## config.mk

```make
export PLATFORM = sky130hd
export DESIGN_NAME = hack_alu_seq
export DESIGN_NICKNAME = d
export VERILOG_FILES = /design/src/rtl/hack_alu_seq.sv
export SDC_FILE = /design/constraint.sdc
export NUM_CORES = 1
export LEC_CHECK = 0
export CAP_MARGIN = 20
export CORE_ASPECT_RATIO = 2
export CORE_MARGIN = 8
export CORE_UTILIZATION = 35
export CTS_CLUSTER_SIZE = 12
export DETAILED_ROUTE_END_ITERATION = 12
export PLACE_DENSITY = 0.57
export RECOVER_POWER = 25
export SETUP_SLACK_MARGIN = 0.1
export SLEW_MARGIN = 40
export SYNTH_ARGS = -nofsm -noshare
export SYNTH_HDL_FRONTEND = slang
export SYNTH_SLANG_ARGS = --single-unit
```

## constraint.sdc

```tcl
create_clock -name clk -period 5.2 [get_ports clk]
set_input_delay 1.04 -clock clk [delete_from_list [all_inputs] [get_ports clk]]
set_output_delay 1.04 -clock clk [all_outputs]
set_load 0.005 [all_outputs]
```

## src/rtl/hack_alu_seq.sv

```systemverilog
// Multi-cycle, handshaked Hack ALU with shift and shift-add multiply modes.
// Operands are preprocessed (zx/nx/zy/ny) at accept. Single-cycle modes
// register their result directly. Multiply iterates D_WIDTH times before
// presenting the result.
module hack_alu_seq #(
  parameter int unsigned D_WIDTH  = 16,
  parameter int unsigned SH_WIDTH = 4
) (
  input  logic               clk,
  input  logic               reset,
  input  logic               in_valid,
  output logic               in_ready,
  input  logic [D_WIDTH-1:0] x,
  input  logic [D_WIDTH-1:0] y,
  input  logic               zx,
  input  logic               nx,
  input  logic               zy,
  input  logic               ny,
  input  logic               f,
  input  logic               no,
  input  logic [1:0]         mode,
  output logic               out_valid,
  input  logic               out_ready,
  output logic [D_WIDTH-1:0] out,
  output logic               zr,
  output logic               ng
);

  localparam int unsigned CNT_W = $clog2(D_WIDTH + 1);

  typedef enum logic [1:0] {
    S_IDLE = 2'd0,
    S_MUL  = 2'd1,
    S_DONE = 2'd2
  } state_t;

  state_t             state_q, state_d;
  logic [D_WIDTH-1:0] out_q, out_d;
  logic [D_WIDTH-1:0] acc_q, acc_d;
  logic [D_WIDTH-1:0] a_q, a_d;
  logic [D_WIDTH-1:0] b_q, b_d;
  logic [CNT_W-1:0]   cnt_q, cnt_d;
  logic               no_q, no_d;

  logic [D_WIDTH-1:0]  vx, vy;
  logic [SH_WIDTH-1:0] amt;
  logic                sh_big;
  logic [D_WIDTH-1:0]  r_hack, r_shl, r_sar, r_single;
  logic [D_WIDTH-1:0]  acc_step;

  // Operand preprocessing and single-cycle function results.
  always_comb begin
    vx = zx ? '0 : x;
    if (nx) vx = ~vx;
    vy = zy ? '0 : y;
    if (ny) vy = ~vy;
    amt    = vy[SH_WIDTH-1:0];
    sh_big = (32'(amt) >= 32'(D_WIDTH));
    r_hack = f ? (vx + vy) : (vx & vy);
    r_shl  = sh_big ? '0 : (vx << amt);
    r_sar  = sh_big ? {D_WIDTH{vx[D_WIDTH-1]}} : D_WIDTH'($signed(vx) >>> amt);
    case (mode)
      2'b01:   r_single = r_shl;
      2'b10:   r_single = r_sar;
      default: r_single = r_hack;
    endcase
  end

  // State and datapath registers with synchronous reset.
  always_ff @(posedge clk) begin
    if (reset) begin
      state_q <= S_IDLE;
      out_q   <= '0;
      acc_q   <= '0;
      a_q     <= '0;
      b_q     <= '0;
      cnt_q   <= '0;
      no_q    <= 1'b0;
    end else begin
      state_q <= state_d;
      out_q   <= out_d;
      acc_q   <= acc_d;
      a_q     <= a_d;
      b_q     <= b_d;
      cnt_q   <= cnt_d;
      no_q    <= no_d;
    end
  end

  // Next-state and next-datapath logic.
  always_comb begin
    state_d  = state_q;
    out_d    = out_q;
    acc_d    = acc_q;
    a_d      = a_q;
    b_d      = b_q;
    cnt_d    = cnt_q;
    no_d     = no_q;
    acc_step = b_q[0] ? (acc_q + a_q) : acc_q;
    case (state_q)
      S_IDLE: begin
        if (in_valid) begin
          if (mode == 2'b11) begin
            acc_d   = '0;
            a_d     = vx;
            b_d     = vy;
            cnt_d   = '0;
            no_d    = no;
            state_d = S_MUL;
          end else begin
            out_d   = no ? ~r_single : r_single;
            state_d = S_DONE;
          end
        end
      end
      S_MUL: begin
        acc_d = acc_step;
        a_d   = a_q << 1;
        b_d   = b_q >> 1;
        cnt_d = cnt_q + 1'b1;
        // Final iteration writes the freshly accumulated value straight to out.
        if (cnt_q == CNT_W'(D_WIDTH - 1)) begin
          out_d   = no_q ? ~acc_step : acc_step;
          state_d = S_DONE;
        end
      end
      S_DONE: begin
        if (out_ready) state_d = S_IDLE;
      end
      default: state_d = S_IDLE;
    endcase
  end

  // Handshake and result outputs.
  always_comb begin
    in_ready  = (state_q == S_IDLE) && !reset;
    out_valid = (state_q == S_DONE);
    out       = out_q;
    zr        = (out_q == '0);
    ng        = out_q[D_WIDTH-1];
  end

endmodule

```

==> run summary, run 1 <==
dpl cells: 1206
static leakage: 3.39 nW
ys async rst share: 0%
slew margin rel.: -84.6%
maximum clock frequency: 0.217 GHz
warnings from Yosys: 0
most frequent cells in the layout: nor2_1, nand2_1, dfxtp_1, a21oi_1, xnor2_1
total gr overflow: 0
I/O Pins: 64
gr usage total: 19.8%
kind of critical path: in2reg
post-synthesis sequential area ratio: 20.0%
Crit Path Max Fanout: 12
Setup TNS: 0 ns
post-route clock period utilization: 88.5%
CP top delay family: compound AO/OA/AOI/OAI gates
synthesis-to-finish area growth: 17.3%
gp weighted congestion: 0.981
Worst Setup End Kind: register
antenna violations before repair: 0
VDD IR max: 0.166 mV
Worst Path Required: 5.40 ns
CP max stage cell: clkdlybuf4s50_1
Die Span Y: 219 µm
fillers: 2165
Rows: 74
status: complete, but fails checks
I/O Buffers: 63
hold_ws: 0.457 ns
Starting Density: 35.4%
Post-Syn Instances: 909
total power: 2.18 mW
average size of a mapped cell: 7.94 µm²
Layout Skew: 0.00750 ns
worst path cell trace: clkdlybuf4s50_1 -> buf_4 -> nor2b_1 -> xnor2_1 -> inv_1 -> ha_1 -> a21o_1 -> a31oi_1 -> o311ai_2 -> o2111ai_1 -> a21boi_1 -> and4b_1 -> nor4_1 -> mux2i_1 -> o311ai_1
first-pass GRT wire length: 40000 µm
Worst-Skew Late Latency: 0.34 ns
post-route ant nets: 0
fraction of layout cells with a size suffix above 1: 10.6%
vias in the first global route: 7061
crit path time final: 4.60 ns
Inserted Diodes: 0
post-CTS setup buffer count: 0
Worst Setup Start Kind: input pin
Pre-antenna DRT Iters: 7
Post-Syn Nets: 991
Slew @ Worst Pin: 2.77 ns
EDFF count, synth: 0
max cap viols: 2
max incr delay on CP: 0.48 ns
final setup margin: 0.599 ns
drt drc: 0
critical path arrival: 4.81 ns
CTS Hold Bufs: 0
Worst-path clk slew: 0.06 ns
die area: 0.0258 mm²
final setup vio count: 0
H-tree depth: 3
dpl hpwl: 20700 µm
post-place setup slack: 0.286 ns
RSZ-0062 raised after global routing: no
cell area after synthesis: 0.00722 mm²
Longest Clk Path Bufs: 2
most common cell after layout, fill and taps aside: nor2_1
Netlist cell types: 77
largest net degree at the start of global routing: 77
FF+latch count, synth: 72
Die Wd: 118 µm
routed length per instance: 21.3 µm
final cell count without fillers: 1221
CTS tree: built
hold crit path type: reg2reg
Pwr Density: 257 mW/mm²
clock sink count: 72
DRT Wirelength: 26000 µm
failing checks: max-capacitance violations, max-slew violations
vias after detailed routing: 7109
total CTS buffers: 9
core box area: 0.0204 mm²
nets: 1033
Vias per Instance: 5.82
root buf cell: clkbuf_16
Bufs and invs on worst path: 3
DRT iter0 DRCs: 401
Fin. Hold Viols: 0
fin. max-slew vios: 81
ys flop type: dfxtp_1
post-cts repair resize count: 0
[flip-flops by register name, indices dropped and copies added, names as in the netlist]
register and flops:
a_q 16, acc_q 16, b_q 16, out 16, cnt_q 5, state_q 2, no_q 1
[per-layer routing]
metal	routed length, µm	GRT usage [%]	vias up
li1	-	-	3373
met1	8450	17.9	3425
met2	14700	39.1	229
met3	787	1.70	82
met4	2100	16.6	0
met5	0	0	-
[kinds of logic after synthesis]
family,after synthesis,synth area share (%)
AND/OR/NAND/NOR,294,18.6
adder cells (fa/ha/maj),38,6.69
multiplexers,61,11.3
flip-flops,72,20.0
buffers and inverters,102,5.89
XOR/XNOR,94,13.9
AO/OA/AOI/OAI,248,23.6
[path summary, 6_finish.rpt]
kind	end	slack (ns)	startpoint	cells past startpoint
worst min-delay path	b_q[7]$_SDFFE_PP0P_	0.46	b_q[7]$_SDFFE_PP0P_	2
worst max-delay path	out[14]$_SDFFE_PP0P_	0.60	zx	15
worst max register to register	out[14]$_SDFFE_PP0P_	1.79	acc_q[0]$_SDFFE_PP0P_	13
worst min register to register	b_q[7]$_SDFFE_PP0P_	0.46	b_q[7]$_SDFFE_PP0P_	2
[where the power goes]
| group | leakage [nW] | switching (mW) | internal (mW) |
|---|---|---|---|
| sequential | 0.585 | 0.0303 | 0.577 |
| combinational | 2.66 | 0.524 | 0.375 |
| clock | 0.147 | 0.254 | 0.416 |
| total | 3.39 | 0.808 | 1.37 |
[cell usage after synthesis, drive strengths merged (3+ instances only)]
| cell type | instances | area (µm²) |
|---|---|---|
| nor2 | 103 | 387 |
| nand2 | 89 | 334 |
| dfxtp | 72 | 1440 |
| a21oi | 70 | 354 |
| xnor2 | 59 | 566 |
| clkbuf | 52 | 195 |
| mux2i | 41 | 410 |
| o21ai | 39 | 195 |
| ha | 37 | 463 |
| inv | 36 | 135 |
| xor2 | 30 | 327 |
| a22oi | 25 | 188 |
| nand2b | 25 | 156 |
| a222oi | 23 | 230 |
| nor3 | 18 | 90.1 |
| mux4 | 16 | 360 |
| nor2b | 15 | 96.3 |
| buf | 13 | 91.3 |
| a31oi | 11 | 68.8 |
| nand3 | 11 | 55.1 |
| a21o | 10 | 75.1 |
| a211oi | 9 | 67.6 |
| nor4 | 7 | 43.8 |
| o211ai | 7 | 52.6 |
| o22ai | 6 | 37.5 |
| a221oi | 5 | 50.0 |
| a32oi | 5 | 43.8 |
| and3 | 5 | 31.3 |
| o311ai | 5 | 58.8 |
| or3 | 5 | 31.3 |
| a311oi | 4 | 35.0 |
| mux2 | 4 | 45.0 |
| nand4 | 4 | 25.0 |
| o21a | 4 | 30.0 |
| o21bai | 3 | 22.5 |
| o31a | 3 | 26.3 |
| or2 | 3 | 18.8 |
| xnor3 | 3 | 67.6 |
[stage by stage]
stage	cell area (µm²)	utilization [%]
2_1_floorplan	7220	-
3_3_place_gp	8170	40.1
3_5_place_dp	8160	40.1
4_1_cts	8470	41.6
5_1_grt	8470	41.6
6_report	8470	41.6
[final cells by class]
type	count	area (µm²)	area share, %
Timing Repair Buffer	96	863	10.2
Multi-Input combinational cell	735	5380	63.5
Inverter	37	139	1.64
Sequential cell	72	1440	17.0
Clock buffer	9	225	2.66
Tap cell	266	333	3.93
Clock inverter	6	85.1	1.00
[worst reg2reg max path, delay by kind of cell, from the launching register on]
family	cells	cell delay (ns)
AOI/OAI and AO/OA	8	1.88
xor gates and xnor gates	2	0.35
muxes	1	0.12
DFF	1	0.33
adders and majority gates	2	0.66
Power figures use the tool's default switching activity.
==> run 2, diff against run 1 <==
Settings changed: SKIP_LAST_GASP from default to 1.
==> results of run 2 <==
The final DEF is identical to that of run 1; final timing and power are the same.
==> run 3, diff against run 2 <==
Settings changed: CORE_ASPECT_RATIO 2 to 1.4.
==> run 3 against run 2 <==
Net effect:
- the run still ends with max-capacitance violations, max-slew violations left
- total power fell by 1.1%
- clock power barely moved
- sequential power fell by 0.7%
- critical path type unchanged
==> run summary, run 3 (synthesis results as in run 1) <==
status: complete, but fails checks
failing checks: max-capacitance violations, max-slew violations
final setup margin: 0.727 ns (+0.128 ns)
Worst-Skew Late Latency: 0.34 ns (about the same)
Die Wd: 137 µm (+17%)
die area: 0.0255 mm² (-0.83%)
fillers: 2058 (-4.9%)
NetSw: 0.784 mW (-3.0%)
gr usage total: 18.5% (-1.3 points)
worst path cell trace: clkdlybuf4s50_1 -> buf_4 -> nand2b_1 -> xor2_1 -> xnor2_1 -> inv_1 -> ha_1 -> a21o_1 -> a31oi_1 -> o311ai_2 -> o2111ai_1 -> a21boi_1 -> and4b_1 -> nor4_1 -> mux2i_1 -> o311ai_1
Rows: 62 (-16%)
root buf cell: clkbuf_16
H-tree depth: 3 (unchanged)
max incr delay on CP: 0.59 ns (+0.11 ns)
Longest Clk Path Bufs: 2 (unchanged)
Worst R2R Path Depth: 13 (unchanged)
Worst-path clk slew: 0.06 ns (about the same)
fraction of layout cells with a size suffix above 1: 9.99% (-0.59 points)
slew margin rel.: -75.3% (+9.3 points)
kind of critical path: in2reg
critical path arrival: 4.66 ns (-0.15 ns)
Gate power share: 40.7% (-0.6 points)
nets: 1028 (-0.48%)
first-pass GRT wire length: 37100 µm (-7.2%)
Slew @ Worst Pin: 2.63 ns (-0.139 ns)
post-cts repair resize count: 0 (unchanged)
total gr overflow: 0 (unchanged)
Worst Setup Start Kind: input pin
DRT iter0 DRCs: 554 (+38%)
vias after detailed routing: 6943 (-2.3%)
RSZ-0062 raised after global routing: no
Bufs and invs on worst path: 3 (unchanged)
I/O Buffers: 63 (unchanged)
design area: 0.00842 mm² (-0.58%)
Vias per Instance: 5.75 (-1.2%)
most frequent cells in the layout: nor2_1, nand2_1, dfxtp_1, a21oi_1, xnor2_1
Pre-antenna DRT Iters: 8 (+1)
Placed Area: 0.00811 mm² (-0.61%)
Crit Path Max Fanout: 10 (-2)
VDD IR max: 0.137 mV (-17%)
Int Pwr: 1.37 mW (about the same)
post-route ant nets: 0 (unchanged)
Worst path depth: 16 (+1)
Sw Ratio: 36.4% (-0.70 points)
fin. max-slew vios: 81 (unchanged)
maximum clock frequency: 0.224 GHz (+2.9%)
I/O Pins: 64 (unchanged)
Fin. Hold Viols: 0 (unchanged)
worst reg2reg startpoint: a_q[0]$_SDFFE_PP0P_
most common cell after layout, fill and taps aside: nor2_1
post-place setup slack: 0.375 ns (+0.0897 ns)
clock sink count: 72 (unchanged)
DRT Wirelength: 23100 µm (-11%)
Worst R2R Setup Slack: 1.88 ns (+0.09 ns)
final setup vio count: 0 (unchanged)
dpl hpwl: 18100 µm (-12%)
core box area: 0.0204 mm² (+0.16%)
gp weighted congestion: 0.931 (-5.1%)
power share of the clock group: 31.3% (+0.5 points)
Worst Setup End Kind: register
antenna violations before repair: 0 (unchanged)
largest net degree at the start of global routing: 77 (unchanged)
CP top delay family: compound AO/OA/AOI/OAI gates
CTS tree: built
Setup TNS: 0 ns (unchanged)
Pwr Density: 255 mW/mm² (-0.53%)
post-route clock period utilization: 86.0% (-2.5 points)
reg2reg end: out[14]$_SDFFE_PP0P_
CTS Hold Bufs: 0 (unchanged)
vias in the first global route: 6947 (-1.6%)
drt drc: 0 (unchanged)
total CTS buffers: 9 (unchanged)
post-CTS setup buffer count: 0 (unchanged)
register share of total power: 28.0% (about the same)
routed length per instance: 19.2 µm (-10%)
Starting Density: 35.4% (-0.057 points)
max cap viols: 2 (unchanged)
hold crit path type: reg2reg
Worst Path Required: 5.38 ns (-0.02 ns)
Die Span Y: 186 µm (-15%)
crit path time final: 4.47 ns (-0.128 ns)
crit path capture: out[14]$_SDFFE_PP0P_
synthesis-to-finish area growth: 16.6%
static leakage: 3.36 nW (-0.83%)
Layout Skew: 0.00744 ns (-0.0000576 ns)
CP max stage cell: clkdlybuf4s50_1
CP Launch Point: zx
Inserted Diodes: 0 (unchanged)
==> run 3: power groups by stage <==
stage,logic [mW],clock network (mW),registers (mW)
finish,0.876,0.673,0.603
global placement,0.874,0,0.616
detailed placement,0.872,0,0.616
floorplan,0.606,0,0.605
CTS,0.877,0.682,0.604
global route,0.951,0.710,0.606
==> run 3: metrics by stage <==
step / std cells / power [mW] / util (%) / hold WS, ns
after detailed placement: 1191 / 1.49 / 39.8 / 0.445
after CTS: 1207 / 2.16 / 41.3 / 0.455
after global placement: 1191 / 1.49 / 39.8 / 0.443
after global routing: 1207 / 2.27 / 41.3 / 0.479
final: 1207 / 2.15 / 41.3 / 0.456
after floorplan: 909 / 1.21 / - / 0.432
==> run 3: worst min-delay path by stage <==
stage                        startpoint                  end  slack (ns)  depth (start not counted)
detailed placement  b_q[4]$_SDFFE_PP0P_  b_q[4]$_SDFFE_PP0P_        0.44                          2
floorplan           b_q[4]$_SDFFE_PP0P_  b_q[4]$_SDFFE_PP0P_        0.43                          2
CTS                 b_q[4]$_SDFFE_PP0P_  b_q[4]$_SDFFE_PP0P_        0.46                          2
finish              b_q[6]$_SDFFE_PP0P_  b_q[6]$_SDFFE_PP0P_        0.46                          2
global route        b_q[4]$_SDFFE_PP0P_  b_q[4]$_SDFFE_PP0P_        0.48                          2
global placement    b_q[4]$_SDFFE_PP0P_  b_q[4]$_SDFFE_PP0P_        0.44                          2
==> run 3: layout make-up <==
class / count / area, µm² / share of cell area, %
Multi-Input combinational cell: 735 / 5380 / 63.8
Sequential cell: 72 / 1440 / 17.1
Timing Repair Buffer: 91 / 822 / 9.76
Tap cell: 256 / 320 / 3.80
Clock buffer: 9 / 225 / 2.67
Inverter: 37 / 139 / 1.65
Clock inverter: 7 / 96.3 / 1.14
==> run 3: per-layer routing <==
metal	routed length, µm	up-vias	track usage [%]
li1	-	3379	-
met1	8780	3263	19.9
met2	12000	236	33.5
met3	848	65	1.59
met4	1470	0	12.2
met5	0	-	0
==> run 3: tightest hold or removal path: cells and delay by family, from the launching register on <==
family          cells  cell delay [ns]
flops               1             0.31
simple gates        1             0.05
compound gates      1             0.05
